==> src/rtl/fifo_tx.sv <==
// fifo_tx: APB-written byte FIFO that serializes bytes LSB-first on en_tx strobes.
// Ports: clk, reset_n (async, active low), en_tx bit strobe, APB slave
// (psel/penable/pwrite/pwdata/prdata/pready/pslverr), data_out serial bit,
// tx_busy (mid-byte), mem_state (FIFO non-empty).
// Optional macro FIFO_TX_PARITY_EN: appends an even-parity bit after each byte.
module fifo_tx #(
    parameter int DEPTH  = 16,
    parameter int ADDR_W = 4
) (
    input  logic       clk,
    input  logic       reset_n,
    input  logic       en_tx,
    input  logic       psel,
    input  logic       penable,
    input  logic       pwrite,
    input  logic [7:0] pwdata,
    output logic [7:0] prdata,
    output logic       pready,
    output logic       pslverr,
    output logic       data_out,
    output logic       tx_busy,
    output logic       mem_state
);

    localparam int CW = ADDR_W + 1;
`ifdef FIFO_TX_PARITY_EN
    localparam logic [3:0] LAST = 4'd9;
`else
    localparam logic [3:0] LAST = 4'd8;
`endif

    typedef enum logic {IDLE, SHIFT} state_t;

    state_t            state_q, state_d;
    logic [7:0]        mem_q [DEPTH];
    logic [ADDR_W-1:0] wr_ptr_q, rd_ptr_q;
    logic [CW-1:0]     count_q, count_d;
    logic [7:0]        shreg_q, shreg_d;
    logic [3:0]        bit_cnt_q, bit_cnt_d;
    logic              dout_q, dout_d;
    logic              busy_q, busy_d;
    logic              mst_q;

    logic       full, empty, acc, wr_ok, pop, byte_done;
    logic [7:0] head;
    logic [4:0] cnt_sat;

    assign full      = (count_q == CW'(DEPTH));
    assign empty     = (count_q == '0);
    assign acc       = psel & penable;
    assign wr_ok     = acc & pwrite & ~full;
    assign head      = mem_q[rd_ptr_q];
    // Idle or last bit just sent: the next strobe may fetch a new byte.
    assign byte_done = (state_q == IDLE) || (bit_cnt_q == LAST);
    assign pop       = en_tx & ~empty & byte_done;

    // APB side: zero wait-state, status on read
    always_comb begin
        cnt_sat = 5'd31;
        if (int'(count_q) <= 31) cnt_sat = 5'(count_q);
    end

    assign pready  = acc;
    assign pslverr = acc & pwrite & full;
    assign prdata  = (acc & ~pwrite) ? {full, empty, busy_q, cnt_sat} : 8'h00;

    always_comb begin
        unique case ({wr_ok, pop})
            2'b10:   count_d = count_q + CW'(1);
            2'b01:   count_d = count_q - CW'(1);
            default: count_d = count_q;
        endcase
    end

    always_ff @(posedge clk) begin
        if (wr_ok) mem_q[wr_ptr_q] <= pwdata;
    end

    // State register and datapath registers
    always_ff @(posedge clk or negedge reset_n) begin
        if (!reset_n) begin
            state_q   <= IDLE;
            wr_ptr_q  <= '0;
            rd_ptr_q  <= '0;
            count_q   <= '0;
            shreg_q   <= '0;
            bit_cnt_q <= '0;
            dout_q    <= 1'b0;
            busy_q    <= 1'b0;
            mst_q     <= 1'b0;
        end else begin
            state_q   <= state_d;
            count_q   <= count_d;
            shreg_q   <= shreg_d;
            bit_cnt_q <= bit_cnt_d;
            dout_q    <= dout_d;
            busy_q    <= busy_d;
            mst_q     <= (count_d != '0);
            if (wr_ok) wr_ptr_q <= wr_ptr_q + ADDR_W'(1);
            if (pop)   rd_ptr_q <= rd_ptr_q + ADDR_W'(1);
        end
    end

    // Next-state logic
    always_comb begin
        state_d = state_q;
        if (en_tx) begin
            unique case (state_q)
                IDLE:    if (!empty) state_d = SHIFT;
                SHIFT:   if (bit_cnt_q == LAST && empty) state_d = IDLE;
                default: state_d = IDLE;
            endcase
        end
    end

    // Serializer outputs
    always_comb begin
        shreg_d   = shreg_q;
        bit_cnt_d = bit_cnt_q;
        dout_d    = dout_q;
        busy_d    = busy_q;
        if (en_tx) begin
            if (pop) begin
                shreg_d   = head;
                dout_d    = head[0];
                bit_cnt_d = 4'd1;
                busy_d    = 1'b1;
            end else if (state_q == SHIFT && bit_cnt_q != LAST) begin
                bit_cnt_d = bit_cnt_q + 4'd1;
                dout_d    = shreg_q[bit_cnt_q[2:0]];
`ifdef FIFO_TX_PARITY_EN
                if (bit_cnt_q == 4'd8) dout_d = ^shreg_q;
`endif
            end else begin
                dout_d    = 1'b0;
                busy_d    = 1'b0;
                bit_cnt_d = 4'd0;
            end
        end
    end

    assign data_out  = dout_q;
    assign tx_busy   = busy_q;
    assign mem_state = mst_q;

endmodule

==> config.mk <==
export PLATFORM = sky130hd
export DESIGN_NAME = fifo_tx
export DESIGN_NICKNAME = d
export VERILOG_FILES = /design/src/rtl/fifo_tx.sv
export SDC_FILE = /design/constraint.sdc
export NUM_CORES = 1
export LEC_CHECK = 0
export CORE_MARGIN = 5
export CORE_UTILIZATION = 65
export DETAILED_ROUTE_END_ITERATION = 10
export GPL_ROUTABILITY_DRIVEN = 0
export GPL_TIMING_DRIVEN = 0
export PLACE_DENSITY = 0.85
export SLEW_MARGIN = 30
export SYNTH_ARGS = -nofsm -noshare
export SYNTH_HDL_FRONTEND = slang
export SYNTH_SLANG_ARGS = --single-unit
export TNS_END_PERCENT = 1
==> constraint.sdc <==
create_clock -name clk -period 5.1 [get_ports clk]
set_clock_uncertainty 0.05 [all_clocks]
set_input_delay 1.275 -clock clk [delete_from_list [all_inputs] [get_ports clk]]
set_output_delay 1.275 -clock clk [all_outputs]
set_load 0.02 [all_outputs]
# After elaboration in Yosys (flattened, before gate mapping)
# Memory sizes are Yosys's and may differ from the RTL's.
# Index checks and enable logic that the tools add are counted.
[op_classes]
add_sub_neg = 5
n_mul = 0
div_mod_pow = 0
order_cmp = 1
eq_ne = 6
shift = 0
n_mux = 15
n_bitwise = 11
reduce_logical = 7
[op_table]
columns = ["cell", "n"]
rows = [
  ["adder 4 x 1 -> 4 bit (second input constant)", 3],
  ["one-hot mux 5 bit (2 select lines)", 1],
  ["2-to-1 mux 1 bit", 9],
  ["2-to-1 mux 4 bit", 2],
  ["2-to-1 mux 8 bit", 1],
  ["AND 1 bit", 7],
  ["adder 5 x 1 -> 5 bit (second input constant)", 1],
  ["equality test 5 bit (second input constant)", 1],
  ["zero test 5 bit", 1],
  ["nonzero test 5 bit", 1],
  ["subtractor 5 x 1 -> 5 bit (second input constant)", 1],
  ["equality test 4 bit (second input constant)", 1],
  ["less-than comparator 3 x 4 -> 1 bit (second input constant)", 1],
  ["inequality test 4 bit (second input constant)", 1],
  ["NOT 1 bit", 4],
  ["AND reduction 2 bit", 2],
  ["binary-select mux 1 bit (select 3 bit)", 1],
  ["equality test 2 x 1 -> 1 bit (second input constant)", 1],
  ["equality test 2 bit (second input constant)", 1],
  ["logical AND 1 bit", 2],
  ["inequality test 2 bit (second input constant)", 1],
  ["one-hot mux 1 bit (2 select lines)", 1],
  ["logical OR 1 bit", 1],
]
[word_totals]
regBits = 29
latchBits = 0
ramBits = 128
rom_bits = 0
mem_count = 1
[memory_table]
columns = ["name", "depth", "word_bits", "read_ports", "rd_ports_with_merged_regs", "write_ports", "line_no", "rtl"]
rows = [
  ["mem_q", 16, 8, 1, 0, 1, "35", "logic [7:0] mem_q [DEPTH];"],
]

# Logic depth before layout (Yosys ltp)
# Gate-level depths: netlist of the first run.
[depth]
depth_word = 7
mapped_depth = 15

# Least setup slack after synthesis of the first run
# OpenSTA, ideal clock, no wires.
[synth_timing]
kind = "input to register"
startpoint = "in pwrite"
endpoint = "reg mst_q, in the netlist mem_state"
setup_ps = 139
arrival_time_ps = 3367
required_time_ps = 4911
setup_slack_ps = 1544
cell_stages = 12
n_path_buf = 1
path_cell_list = "nand3_1 a21oi_2 inv_2 ha_1 buf_2 xor2_1 ha_1 a21oi_1 nor4b_1 a41o_1 xnor2_1 or4b_1"
[synth_between]
elab_chain_cells = 5
[synth_lines]
columns = ["item", "line_no", "rtl"]
rows = [
  ["from (decl)", "15", "input logic pwrite,"],
  ["AND 1 bit * (2 in a row)", "51", "assign wr_ok = acc & pwrite & ~full;"],
  ["equality test 2 x 1 -> 1 bit / equality test 2 bit (equally long branches)", "68", "unique case ({wr_ok, pop})"],
  ["one-hot mux 5 bit (2 select lines) *", "68", ""],
  ["net count_d[4]", "37", "logic [CW-1:0] count_q, count_d;"],
  ["nonzero test 5 bit *", "98", "mst_q <= (count_d != '0);"],
  ["to (signal assigned)", "98", ""],
  ["to (decl)", "42", "logic mst_q;"],
]
# Mark *: on every way through the listed nets, which the timed path passes. The rest lies on a longest branch.
# A chain may end at the register's enable or synchronous reset.

# Final worst setup path of the first run
[layout_timing]
startpoint = "in penable"
endpoint = "out prdata[1]"
[layout_between]
elab_chain_cells = 3
[layout_lines]
columns = ["item", "line_no", "rtl"]
rows = [
  ["from (decl)", "14", "input logic penable,"],
  ["AND 1 bit", "50", "assign acc = psel & penable;"],
  ["AND 1 bit", "65", "assign prdata = (acc & ~pwrite) ? {full, empty, busy_q, cnt_sat} : 8'h00;"],
  ["2-to-1 mux 8 bit", "65", ""],
  ["to (decl)", "17", "output logic [7:0] prdata,"],
]
# No other way between the ends.

==> results of run 1 <==
[metal layers]
metal,wire length [um],up-vias,global-route usage
met5,0,-,0
met4,444,0,0.102
met3,1320,39,0.0635
met2,7370,229,0.444
met1,5200,1809,0.334
li1,-,1561,-
[synth_stat cells, types with 2 or more instances]
cell type	number
a21o_1	2
a21oi_1	2
a22o_1	2
a31oi_1	3
and2_1	21
buf_1	2
buf_2	10
clkbuf_1	2
dfrtp_1	29
edfxtp_1	128
ha_1	10
inv_1	10
inv_2	2
mux2i_1	19
mux4_2	31
nand2_1	35
nand3_1	7
nand4_1	4
nor2_1	10
nor3_1	5
o21ai_0	6
o21ai_1	3
o221ai_1	7
o31ai_1	2
or4b_1	2
xnor2_1	10
[through the flow]
step                      setup WS, ns   util  cells  total power (W)
after floorplan                   1.54      -    378          0.00223
after global placement           0.747  0.709    537          0.00244
after detailed placement         0.671  0.708    537          0.00248
after CTS                        0.894  0.773    568          0.00385
after global routing             0.786  0.773    568          0.00401
final                            0.904  0.773    568          0.00386
[power groups by stage]
stage               combinational, W  sequential [W]  clock [W]
floorplan                   0.000614         0.00162          0
global placement            0.000811         0.00163          0
global route                0.000965         0.00163    0.00141
CTS                         0.000891         0.00161    0.00135
finish                      0.000889         0.00162    0.00135
detailed placement          0.000850         0.00163          0
[final cells by class]
| type | instances | share of cell area |
|---|---|---|
| plain buffers | 15 | 0.0101 |
| clock buffers | 18 | 0.0553 |
| clock inverters | 13 | 0.0282 |
| inverters | 12 | 0.00597 |
| multi-input cells | 194 | 0.239 |
| flip-flops and latches | 157 | 0.605 |
| well taps | 133 | 0.0220 |
| repair buffers | 26 | 0.0338 |
[registers in the layout, summed over array words and instances, names as in the netlist]
name / cells
mem_state: 1
mem_q: 128
shreg_q: 8
cnt_sat: 5
rd_ptr_q: 4
bit_cnt_q: 4
data_out: 1
wr_ptr_q: 4
state_q: 1
tx_busy: 1
[tightest hold or removal path, delay by kind of cell, from the launching register on]
| family | cells | cell delay [ns] |
|---|---|---|
| DFF | 1 | 0.34 |
| and+or+nand+nor | 2 | 0.12 |
[kinds of logic after synthesis]
family	share of synthesized area
AOI/OAI and AO/OA	0.0381
buffers and inverters	0.0187
DFF	0.703
adders and majority gates	0.0193
and+or+nand+nor	0.0676
xor gates and xnor gates	0.0148
muxes	0.138
[worst max-delay path by stage]
stage | end | startpoint | depth (start not counted) | slack [ns]
2_1_floorplan | mem_state | pwrite | 12 | 1.54
3_3_place_gp | mem_state | pwrite | 13 | 0.75
3_5_place_dp | mem_state | pwrite | 13 | 0.67
4_1_cts | prdata[1] | penable | 5 | 0.89
5_1_grt | prdata[3] | psel | 5 | 0.79
6_report | prdata[1] | penable | 5 | 0.90
==> out/summary.txt, run 1 <==
chip width: 110 um
CP dominant cell by count: clkdlybuf4s50_1
Routed Antenna Nets: 0
Pint: 0.00276 W
status: finished, final reports clean
dpl cell area: 6920 um2
Remaining DRCs: 0
cells along the critical path: clkdlybuf4s50_1, nand2_1, nor2_1, and2_1, clkdlybuf4s50_1
hpwl dp: 8420 um
Cell variety after synth: 40
r2r setup slk: 1.58 ns
# clock sinks: 157
sum of negative setup slack: 0 ns
CP max stage delay: 0.61 ns
WS Path Type: in2out
routed length per instance: 25.2 um
Logic pwr share: 0.231
clock power share: 0.350
CP endpoint kind: output port
core area: 9770 um2
Rel. slew slack: 0.469
# setup viols final: 0
Max Fclk: 238 MHz
row count: 36
GRT overflow: 0
crit path launch type: input port
Synth Instances: 378
cell taking the most area after synthesis: edfxtp_1
Final Critical Period: 4.20 ns
Critical Path RT: 3.77 ns
Slew Limit Fails: 0
EDFF count, synth: 128
Worst R2R Path Depth: 15
largest net degree at the start of global routing: 30
share of cells above drive strength 1: 0.179
Hold Path End: shreg_q[0]
commonest non-fill, non-tap cell in the layout: edfxtp_1
R2R Path Start: bit_cnt_q[0]
Hold/Removal Path Class: reg2reg
Buffers on Ports: 26
gr usage total: 0.263
CP Buf/Inv Count: 2
critical path's top delay family: buffers and inverters
asr flop ratio synth: 0.185
hold path depth: 2
post_cts resized: 0
part of the Yosys area used for sequential elements: 0.703
maxcap violations: 0
Initial DRC Count: 489
H-tree levels: 4
vias in the first global route: 3744
ant diodes: 0
register area: 4570 um2
final instance area: 7550 um2
Area growth, synth to finish: 16.2%
cts bufs inserted: 17
Die Height: 110 um
FF-to-FF End: mem_state
slowest CP cell: clkdlybuf4s50_1
Initial Utilization: 0.665
predominant post-synthesis flop cell: edfxtp_1
yosys warns: 0
number of fill cells: 549
hold path startpoint: shreg_q[0]
Pleak: 2.61 nW
synthesized flop and latch total: 157
global-route wire length before repair: 21900 um
setup repair after global routing missed its margin: no
CTS tree: yes
Syn Area/Cell: 17.2 um2
switching share of power: 0.285
num ports: 27
sequential share of power: 0.419
P per Cell Area: 511 nW/um2
via/cell ratio: 6.40
Worst Tran Pin Value: 0.796 ns
Mapped Area: 6500 um2
clock slew at reported path FFs: 0.07 ns
final hold vios: 0
VDD IR max: 0.000312 V
routed vias: 3638
CP arrival: 2.87 ns
Area contributors post-synth: edfxtp_1, dfrtp_1, mux4_2
fin nets: 447
Die ar.: 12100 um2
final clock period utilization by the worst path: 0.823
1st-pass router iterations: 6
antenna violations before repair: 0
final hold slack: 0.454 ns
Post-Route WL: 14300 um
Psw: 0.00110 W
Syn Nets: 402
multi-input logic area: 1810 um2
top-area cell type share of the netlist area: 0.591
CTS max path bufs: 2
CTS Root Cell: clkbuf_8
post-CTS setup buffer count: 0
most frequent cells in the layout: edfxtp_1, nand2_1, mux4_2, dfrtp_1, clkdlybuf4s50_1
Critical Path Fanout Max: 5
Worst-Skew Late Latency: 0.53 ns
CTS Hold Bufs: 0
Power figures use the tool's default switching activity.
==> inputs of run 2 (changes only) <==
Settings changed: CORE_UTILIZATION 65 to 54, PLACE_DENSITY 0.85 to 0.75.
Clock period 5.1 ns to 3.7 ns, I/O delays scaled along.
==> out/summary.txt, run 2 (synthesized netlist as in run 1, its figures left out) <==
Area growth, synth to finish: 16.5%
ant diodes: 0 (unchanged)
H-tree levels: 4 (unchanged)
Routed Antenna Nets: 0 (unchanged)
number of flip-flops in the largest register: 128 (unchanged)
Hold Path End: shreg_q[7]
CP dominant cell by count: clkdlybuf4s50_1
Rel. slew slack: 0.403 (-0.0668)
Setup crit start: psel
antenna violations before repair: 0 (unchanged)
CP endpoint kind: output port
slowest CP cell: clkdlybuf4s50_1
final hold vios: 0 (unchanged)
Remaining DRCs: 0 (unchanged)
Pleak: 2.60 nW (-0.59%)
Worst-Skew Late Latency: 0.43 ns (-0.10 ns)
routed vias: 3483 (-4.3%)
number of fill cells: 834 (+52%)
share of cells above drive strength 1: 0.188 (+0.00833)
CTS Root Cell: clkbuf_16
WS Path Type: in2out
Initial DRC Count: 287 (-41%)
Die Height: 120 um (+8.8%)
cts bufs inserted: 17 (unchanged)
num ports: 27 (unchanged)
r2r setup slk: 0.37 ns (-1.21 ns)
Post-Layout Cell Count: 584 (+2.8%)
hold path depth: 2 (unchanged)
crit path launch type: input port
Critical Path Fanout Max: 5 (unchanged)
row count: 40 (+11%)
commonest non-fill, non-tap cell in the layout: edfxtp_1
Worst Tran Pin Value: 0.896 ns (+0.100 ns)
Post-Route WL: 12700 um (-12%)
1st-pass router iterations: 5 (-1)
most frequent cells in the layout: edfxtp_1, nand2_1, mux4_2, dfrtp_1, clkdlybuf4s50_1
clock slew at reported path FFs: 0.06 ns (about the same)
largest reg by FF count: mem_q
Overall Power: 0.00516 W (+34%)
# clock sinks: 157 (unchanged)
GRT overflow: 0 (unchanged)
Slew Limit Fails: 0 (unchanged)
FF-to-FF End: mem_state
Die ar.: 14300 um2 (+18%)
VDD IR max: 0.000432 V (+39%)
R2R Path Start: cnt_sat[1]
Placed Instances: 551 (+2.6%)
Initial Utilization: 0.546 (-0.119)
fin nets: 448 (+0.22%)
# setup viols final: 0 (unchanged)
Buffers on Ports: 26 (unchanged)
CP arrival: 2.52 ns (-0.35 ns)
Final Critical Period: 3.50 ns
CTS tree: yes
Worst R2R Path Depth: 14 (-1)
routed length per instance: 21.7 um (-14%)
hold path startpoint: shreg_q[7]
chip width: 120 um (+8.8%)
maxcap violations: 0 (unchanged)
global-route wire length before repair: 20000 um (-8.8%)
P per Cell Area: 682 nW/um2 (+33%)
status: finished, final reports clean
final clock period utilization by the worst path: 0.945
Core Util, Final: 0.636 (-0.137)
register area: 4570 um2 (about the same)
multi-input logic area: 1840 um2 (+1.5%)
CP max stage delay: 0.60 ns (about the same)
Critical Path RT: 2.72 ns (-1.05 ns)
hpwl dp: 8030 um (-4.7%)
core area: 11900 um2 (+22%)
gr usage total: 0.194 (-0.0692)
largest net degree at the start of global routing: 30 (unchanged)
Hold/Removal Path Class: reg2reg
vias in the first global route: 3593 (-4.0%)
Max Fclk: 286 MHz
via/cell ratio: 5.96 (-6.9%)
cells along the critical path: clkdlybuf4s50_1, nand2_1, nor2_1, and2_1, clkdlybuf4s50_1
CTS max path bufs: 2 (unchanged)
-- run 2: final cells by class --
cell class / instances / share of cell area
Inverter: 12 / 0.00628
Tap cell: 147 / 0.0243
Buffer: 15 / 0.0101
Multi-Input combinational cell: 194 / 0.242
Sequential cell: 157 / 0.604
Timing Repair Buffer: 27 / 0.0347
Clock buffer: 19 / 0.0572
Clock inverter: 13 / 0.0213
-- run 2: layer usage --
| layer | vias to the layer above | GRT usage | wire length [um] |
|---|---|---|---|
| li1 | 1570 | - | - |
| met1 | 1786 | 0.245 | 5270 |
| met2 | 98 | 0.312 | 6350 |
| met3 | 29 | 0.0500 | 581 |
| met4 | 0 | 0.100 | 464 |
| met5 | - | 0 | 0 |
-- run 2: stage by stage --
| stage | setup WS (ns) | hold slack, ns | setup TNS [ns] | area (um2) |
|---|---|---|---|---|
| finish | 0.203 | 0.450 | 0 | 7570 |
| CTS | 0.0945 | 0.451 | 0 | 7540 |
| global placement | -0.364 | 0.420 | -0.364 | 6940 |
| detailed placement | -0.458 | 0.436 | -0.511 | 6940 |
| global route | -0.0170 | 0.480 | -0.0170 | 7570 |
| floorplan | 0.494 | 0.401 | 0 | 6500 |
-- run 2: repair_timing --
item                       4_1_cts  5_1_grt
resized for setup                1        5
hold buffers                     0        0
setup buffers                    0        1
setup endpoints to repair        1        1
-- run 2: power breakdown --
part / total (W) / switching, W / internal (W)
combinational: 0.00119 / 0.000632 / 0.000555
clock: 0.00175 / 0.000684 / 0.00106
sequential: 0.00223 / 0.000148 / 0.00208
-- run 2: worst max path at each step --
stage	cells past startpoint	to
global placement	13	mem_state
global route	13	mem_state
CTS	13	mem_state
finish	5	prdata[5]
detailed placement	13	mem_state
floorplan	12	mem_state
-- run 2: critical path, delay by kind of cell --
family                 cells  cell delay (ns)
buffers and inverters      2             1.09
AND/OR/NAND/NOR            3             0.50
==> inputs of run 3 (changes only) <==
Settings changed: CORE_UTILIZATION 54 to 65, PLACE_DENSITY 0.75 to 0.85.
Clock period 3.7 ns to 4.3 ns, I/O delays scaled along.
==> results of run 3 <==
Same layout as run 1 (identical final DEF). Status: finished, final reports clean.
Among the figures that moved: setup slack after placement 0.671 ns -> 0.0709 ns; setup slack after layout 0.904 ns -> 0.503 ns; start point of the critical path penable -> pwrite; end point of the critical path prdata[1] -> mem_state; register-to-register setup slack 1.58 ns -> 0.78 ns; total power 0.00386 W -> 0.00458 W; worst IR drop on VDD 0.000312 V -> 0.000370 V
